==> src/rtl/conv_col_writer.sv <==
// ============================================================================
// Module   : conv_col_writer
// Purpose  : Packs each output column into a low and a high 256-bit memory word.
//            Define COL_WRITER_RELU_EN to clamp negative elements to zero.
// Revision : 1.0
// ============================================================================
`default_nettype none

module conv_col_writer #(
    parameter int DATA_WIDTH = 16,
    parameter int OUT_COLS   = 24,
    parameter int BASE_ADDR  = 0,
    parameter int ADDR_WIDTH = 12
) (
    input  logic                  clk,
    input  logic                  rst,
    input  logic                  start,
    input  logic                  valid_in_col,
    input  logic [5:0]            col_num,
    input  logic [DATA_WIDTH-1:0] data_in_x [OUT_COLS],
    output logic                  in_ready,
    output logic                  write_enable,
    output logic [ADDR_WIDTH-1:0] addr,
    output logic [255:0]          data_out,
    output logic                  done,
    output logic                  overflow,
    output logic                  col_err
);

    localparam logic [5:0] c_out_cols = 6'(OUT_COLS);

    typedef enum logic [2:0] {
        S_IDLE     = 3'd0,
        S_WAIT_COL = 3'd1,
        S_WR_LO    = 3'd2,
        S_WR_HI    = 3'd3,
        S_COMPLETE = 3'd4
    } state_t;

    state_t                r_state;
    logic [5:0]            r_count;
    logic [255:0]          r_hi_word;
    logic                  r_we;
    logic [ADDR_WIDTH-1:0] r_addr;
    logic [255:0]          r_data;
    logic                  r_done;
    logic                  r_overflow;
    logic                  r_col_err;

    logic [DATA_WIDTH-1:0] w_elem [OUT_COLS];
    logic [255:0]          w_lo_word;
    logic [255:0]          w_hi_word;
    logic                  w_col_ok;
    logic                  w_last;
    logic                  w_ready;
    logic                  w_take;
    logic [ADDR_WIDTH-1:0] w_addr_lo;

    generate
        for (genvar k = 0; k < OUT_COLS; k++) begin : g_elem
`ifdef COL_WRITER_RELU_EN
            assign w_elem[k] = data_in_x[k][DATA_WIDTH-1] ? '0 : data_in_x[k];
`else
            assign w_elem[k] = data_in_x[k];
`endif
        end

        for (genvar j = 0; j < 16; j++) begin : g_lane
            if (j < OUT_COLS) begin : g_lo
                assign w_lo_word[j*16 +: 16] = 16'(w_elem[j]);
            end else begin : g_lo_zero
                assign w_lo_word[j*16 +: 16] = 16'd0;
            end
            if (j + 16 < OUT_COLS) begin : g_hi
                assign w_hi_word[j*16 +: 16] = 16'(w_elem[j+16]);
            end else begin : g_hi_zero
                assign w_hi_word[j*16 +: 16] = 16'd0;
            end
        end
    endgenerate

    // The column being written in WR_HI is already counted as the final one when
    // the counter sits at OUT_COLS-1, so no further column may be accepted.
    assign w_col_ok  = (col_num < c_out_cols);
    assign w_last    = (r_count == c_out_cols - 6'd1);
    assign w_ready   = (r_state == S_WAIT_COL) || ((r_state == S_WR_HI) && !w_last);
    assign w_take    = valid_in_col && w_ready;
    assign w_addr_lo = ADDR_WIDTH'(BASE_ADDR) + ADDR_WIDTH'({col_num, 1'b0});

    always_ff @(posedge clk) begin
        if (rst) begin
            r_state    <= S_IDLE;
            r_count    <= 6'd0;
            r_hi_word  <= '0;
            r_we       <= 1'b0;
            r_addr     <= '0;
            r_data     <= '0;
            r_done     <= 1'b0;
            r_overflow <= 1'b0;
            r_col_err  <= 1'b0;
        end else begin
            r_done <= 1'b0;
            case (r_state)
                S_IDLE: begin
                    r_we <= 1'b0;
                    if (start) begin
                        r_state    <= S_WAIT_COL;
                        r_count    <= 6'd0;
                        r_overflow <= 1'b0;
                        r_col_err  <= 1'b0;
                    end
                end
                S_WAIT_COL: begin
                    r_we <= 1'b0;
                    if (w_take) begin
                        if (w_col_ok) begin
                            r_state   <= S_WR_LO;
                            r_we      <= 1'b1;
                            r_addr    <= w_addr_lo;
                            r_data    <= w_lo_word;
                            r_hi_word <= w_hi_word;
                        end else begin
                            r_col_err <= 1'b1;
                        end
                    end
                end
                S_WR_LO: begin
                    r_state <= S_WR_HI;
                    r_we    <= 1'b1;
                    r_addr  <= r_addr + 1'b1;
                    r_data  <= r_hi_word;
                    if (valid_in_col) begin
                        r_overflow <= 1'b1;
                    end
                end
                S_WR_HI: begin
                    r_count <= r_count + 6'd1;
                    if (w_last) begin
                        r_state <= S_COMPLETE;
                        r_we    <= 1'b0;
                        r_done  <= 1'b1;
                        if (valid_in_col) begin
                            r_overflow <= 1'b1;
                        end
                    end else if (w_take && w_col_ok) begin
                        r_state   <= S_WR_LO;
                        r_we      <= 1'b1;
                        r_addr    <= w_addr_lo;
                        r_data    <= w_lo_word;
                        r_hi_word <= w_hi_word;
                    end else begin
                        r_state <= S_WAIT_COL;
                        r_we    <= 1'b0;
                        if (w_take) begin
                            r_col_err <= 1'b1;
                        end
                    end
                end
                S_COMPLETE: begin
                    r_state <= S_IDLE;
                    r_we    <= 1'b0;
                    if (valid_in_col) begin
                        r_overflow <= 1'b1;
                    end
                end
                default: begin
                    r_state <= S_IDLE;
                    r_we    <= 1'b0;
                end
            endcase
        end
    end

    assign in_ready     = w_ready;
    assign write_enable = r_we;
    assign addr         = r_addr;
    assign data_out     = r_data;
    assign done         = r_done;
    assign overflow     = r_overflow;
    assign col_err      = r_col_err;

endmodule

`default_nettype wire

==> config.mk <==
export PLATFORM = sky130hd
export DESIGN_NAME = conv_col_writer
export DESIGN_NICKNAME = d
export VERILOG_FILES = /design/src/rtl/conv_col_writer.sv
export SDC_FILE = /design/constraint.sdc
export NUM_CORES = 1
export LEC_CHECK = 0
export ABC_CLOCK_PERIOD_IN_PS = 4720
export CORE_AREA = 4 4 257 259
export DETAILED_ROUTE_END_ITERATION = 6
export DIE_AREA = 0 0 261 263
export GPL_TIMING_DRIVEN = 0
export HOLD_SLACK_MARGIN = 0.03
export MAX_ROUTING_LAYER = met4
export PLACE_DENSITY = 0.48
export SETUP_SLACK_MARGIN = 0.05
export SYNTH_ARGS = -nofsm -noshare
export SYNTH_HDL_FRONTEND = slang
export SYNTH_SLANG_ARGS = --single-unit
==> constraint.sdc <==
create_clock -name clk -period 4.72 [get_ports clk]
set_input_delay 0.708 -clock clk [delete_from_list [all_inputs] [get_ports clk]]
set_output_delay 0.708 -clock clk [all_outputs]
set_load 0.03 [all_outputs]
==> flow_metrics.py <==
metrics = {
    "cts": {
        "cts_buffer_depth": 3,
        "cts.sinks": 409,
        "path_clk_slew_ns": 0.06,
        "insertion_delay_ns": 0.58,
        "hold_buffers": 0,
        "cts_root_buf": "clkbuf_16",
        "cts_buffers": 49,
        "cts_resized": 0,
        "htree_num_levels": 2,
        "postCtsSetupRepairBufs": 0,
        "cts_tree": "done",
    },
    "routing": {
        "ant_nets": 0,
        "remaining_drc_errors": 0,
        "drt-initial-drc-count": 792,
        "vias": 15240,
        "drt-total-wl_mm": 71.44,
        "drt_pass1_iterations": 5,
        "wl_per_cell_um": 21.47,
        "drt-vias-per-instance": 4.579,
    },
    "status": {
        "status": "completed",
    },
    "critical_path": {
        "critPathArrivalTime_ns": 2.50,
        "cp-endpoint": "in_ready",
        "crit_start": "r_count[0]",
        "reg2regPathDepth": 9,
        "slowest_delay_ns": 0.72,
        "path_cells": "ha_1 -> and2_1 -> a41o_2 -> inv_2 -> clkdlybuf4s50_1",
        "timing.rr.start": "r_count[0]",
        "crit_path_end_kind": "output port",
        "cp_slowest_cell": "clkdlybuf4s50_1",
        "path_class": "reg2out",
        "start_kind": "flip-flop",
        "r2r_slack_ns": 1.86,
        "path_max_fanout": 5,
        "crit_required_ns": 4.01,
        "reg2reg_to": "data_out[216]",
    },
    "cells_and_area": {
        "drive_gt1_share_pct": 6.802,
        "post-route-util_pct": 37.95,
        "multiInputGateArea_um2": 5983,
        "fin_area_um2": 24240,
        "final_nets": 2815,
        "final_cells": 3328,
        "seqCellArea_um2": 8188,
        "syn2layout_area_growth_pct": 62.96,
        "fillers": 6467,
        "layout_common_cells": "clkdlybuf4s50_1, nand2_1, dfxtp_1",
        "final_common_cell": "clkdlybuf4s50_1",
    },
    "min_path": {
        "holdPathStages": 2,
        "hold_start": "r_hi_word[36]",
        "hold_path.class": "reg2reg",
    },
    "place": {
        "hpwl_mm": 56.10,
        "port_buffers": 665,
        "placedCellCount": 3223,
        "place_area_um2": 22600,
        "gp_congestion": 0.8532,
    },
    "timing": {
        "holdWs_ns": 0.4544,
        "hold_viol": 0,
        "finalSetupViolCount": 0,
        "rsz0062_at_grt": "no",
        "timing.fmax_ghz": 0.3114,
        "fin_crit_sh_pct": 68.04,
        "tightest_slew_ns": 1.344,
        "fin_worst_skew_ns": 0.02523,
        "fin_crit_ns": 3.211,
        "slew_headroom_pct": 9.149,
        "slew_violations": 0,
        "setup_tns_ns": 0,
    },
    "global_route": {
        "grt_first_pass_wirelength_mm": 103.0,
        "grt_pass1_vias": 15390,
        "grt_max_degree": 14,
        "gr-total-overflow": 0,
        "grt_antenna_before_repair": 17,
        "grt_util_all_layers_pct": 20.31,
    },
    "floorplan": {
        "core-area_um2": 63880,
        "die_y_um": 263,
        "start_util_pct": 23.29,
        "io_pins": 667,
        "row_count": 93,
        "die_x_um": 261,
        "die_area_um2": 68640,
    },
    "synth": {
        "syn_area_per_cell_um2": 8.735,
        "syn_nets": 2099,
        "synth_edf_count": 0,
        "synthArstFlopShare_pct": 0,
        "ys_ff_latch": 409,
        "synthCells": 1703,
        "ys_types": 42,
        "synth-main-ff-cell": "dfxtp_1",
        "synth_warnings": 0,
        "syn_area_um2": 14880,
        "yosysSeqAreaShare_pct": 55.04,
    },
    "pwr": {
        "p_per_area_nw_per_um2": 356.3,
        "peakVddDrop_v": 0.0002164,
        "p_leak_nw": 8.649,
    },
    "run": {
        "cap_viol_max_count": 0,
    },
}
-- Yosys cell counts, types with 2 or more instances --
master    count  area share, %
buf_2        71            2.4
inv_2         2          0.050
xnor2_1       2           0.12
or3_1         2          0.084
a21oi_1     143            4.8
and2_1        3           0.13
dfxtp_1     409             55
o211ai_1      2           0.10
a22o_1      128            7.5
a22oi_1       2           0.10
inv_1         2          0.050
nand3_1       6           0.20
nand4_1       2          0.084
clkbuf_1     64            1.6
nand2_1     525             13
a311oi_1    131            7.7
nor3_1        8           0.27
buf_4        10           0.50
nor2_1      151            3.8
o21ai_0       6           0.20
nand3b_1      2           0.10
or4_1         3           0.15
buf_1         2          0.050
a31oi_1       4           0.17
o31ai_1       5           0.25
ha_1          2           0.17
-- worst max-delay path: cells and delay by family, from the launching register on --
family,cells,cell delay [ns]
buf+inv,2,0.84
flops,1,0.33
compound gates,1,0.33
fa+ha+maj,1,0.22
simple gates,1,0.21
-- layout make-up --
type,instances,share of cell area (%)
diodes,18,0.1858
clock buffers,66,5.652
well taps,855,4.413
repair buffers,665,27.46
inverters,4,0.06194
clock inverters,21,0.9239
multi-input cells,1142,24.68
plain buffers,148,2.844
flip-flops and latches,409,33.78
-- worst min path at each step --
stage / to / slack [ns]
4_1_cts: r_hi_word[122] / 0.46
3_5_place_dp: r_hi_word[122] / 0.45
5_1_grt: r_hi_word[96] / 0.47
3_3_place_gp: r_hi_word[36] / 0.44
6_report: r_hi_word[36] / 0.45
2_1_floorplan: r_hi_word[0] / 0.44
-- through the flow --
step	setup WS, ns	power, mW
global placement	1.251	4.926
CTS	1.442	8.783
floorplan	2.610	4.219
global route	1.382	8.999
detailed placement	1.236	4.933
finish	1.509	8.636
-- flip-flops by register name (all words and copies together), names as in the netlist --
name,flops
done,1
overflow,1
data_out,256
col_err,1
r_state,3
r_count,6
addr,12
write_enable,1
r_hi_word,128
-- per-layer routing --
metal  up-vias  global-route usage, %  part of all wire (%)
li1       7390                      -                     -
met1      7283                  22.86                    39
met2       476                  35.89                    51
met3        91                  5.195                   7.4
met4         0                  5.123                   2.1
met5         -                      -                     0
-- power by group --
part / switching [mW] / internal [mW] / total (mW)
Combinational: 0.619 / 0.580 / 1.20
Clock: 1.54 / 2.25 / 3.79
Sequential: 0.0723 / 3.58 / 3.65
Total: 2.23 / 6.41 / 8.64
-- kinds of logic (layout without fill, tap and decap cells) --
| family | count (synthesis) | count (layout) | synth area share, % |
|---|---|---|---|
| AOI/OAI and AO/OA | 428 | 428 | 21.36 |
| xor gates and xnor gates | 2 | 2 | 0.1178 |
| adders and majority gates | 2 | 2 | 0.1682 |
| and+or+nand+nor | 709 | 709 | 18.50 |
| muxes | 1 | 1 | 0.07569 |
| other | 0 | 18 | 0 |
| DFF | 409 | 409 | 55.04 |
| buffers and inverters | 152 | 904 | 4.735 |
Note: power is estimated with default switching activity, not from simulation.
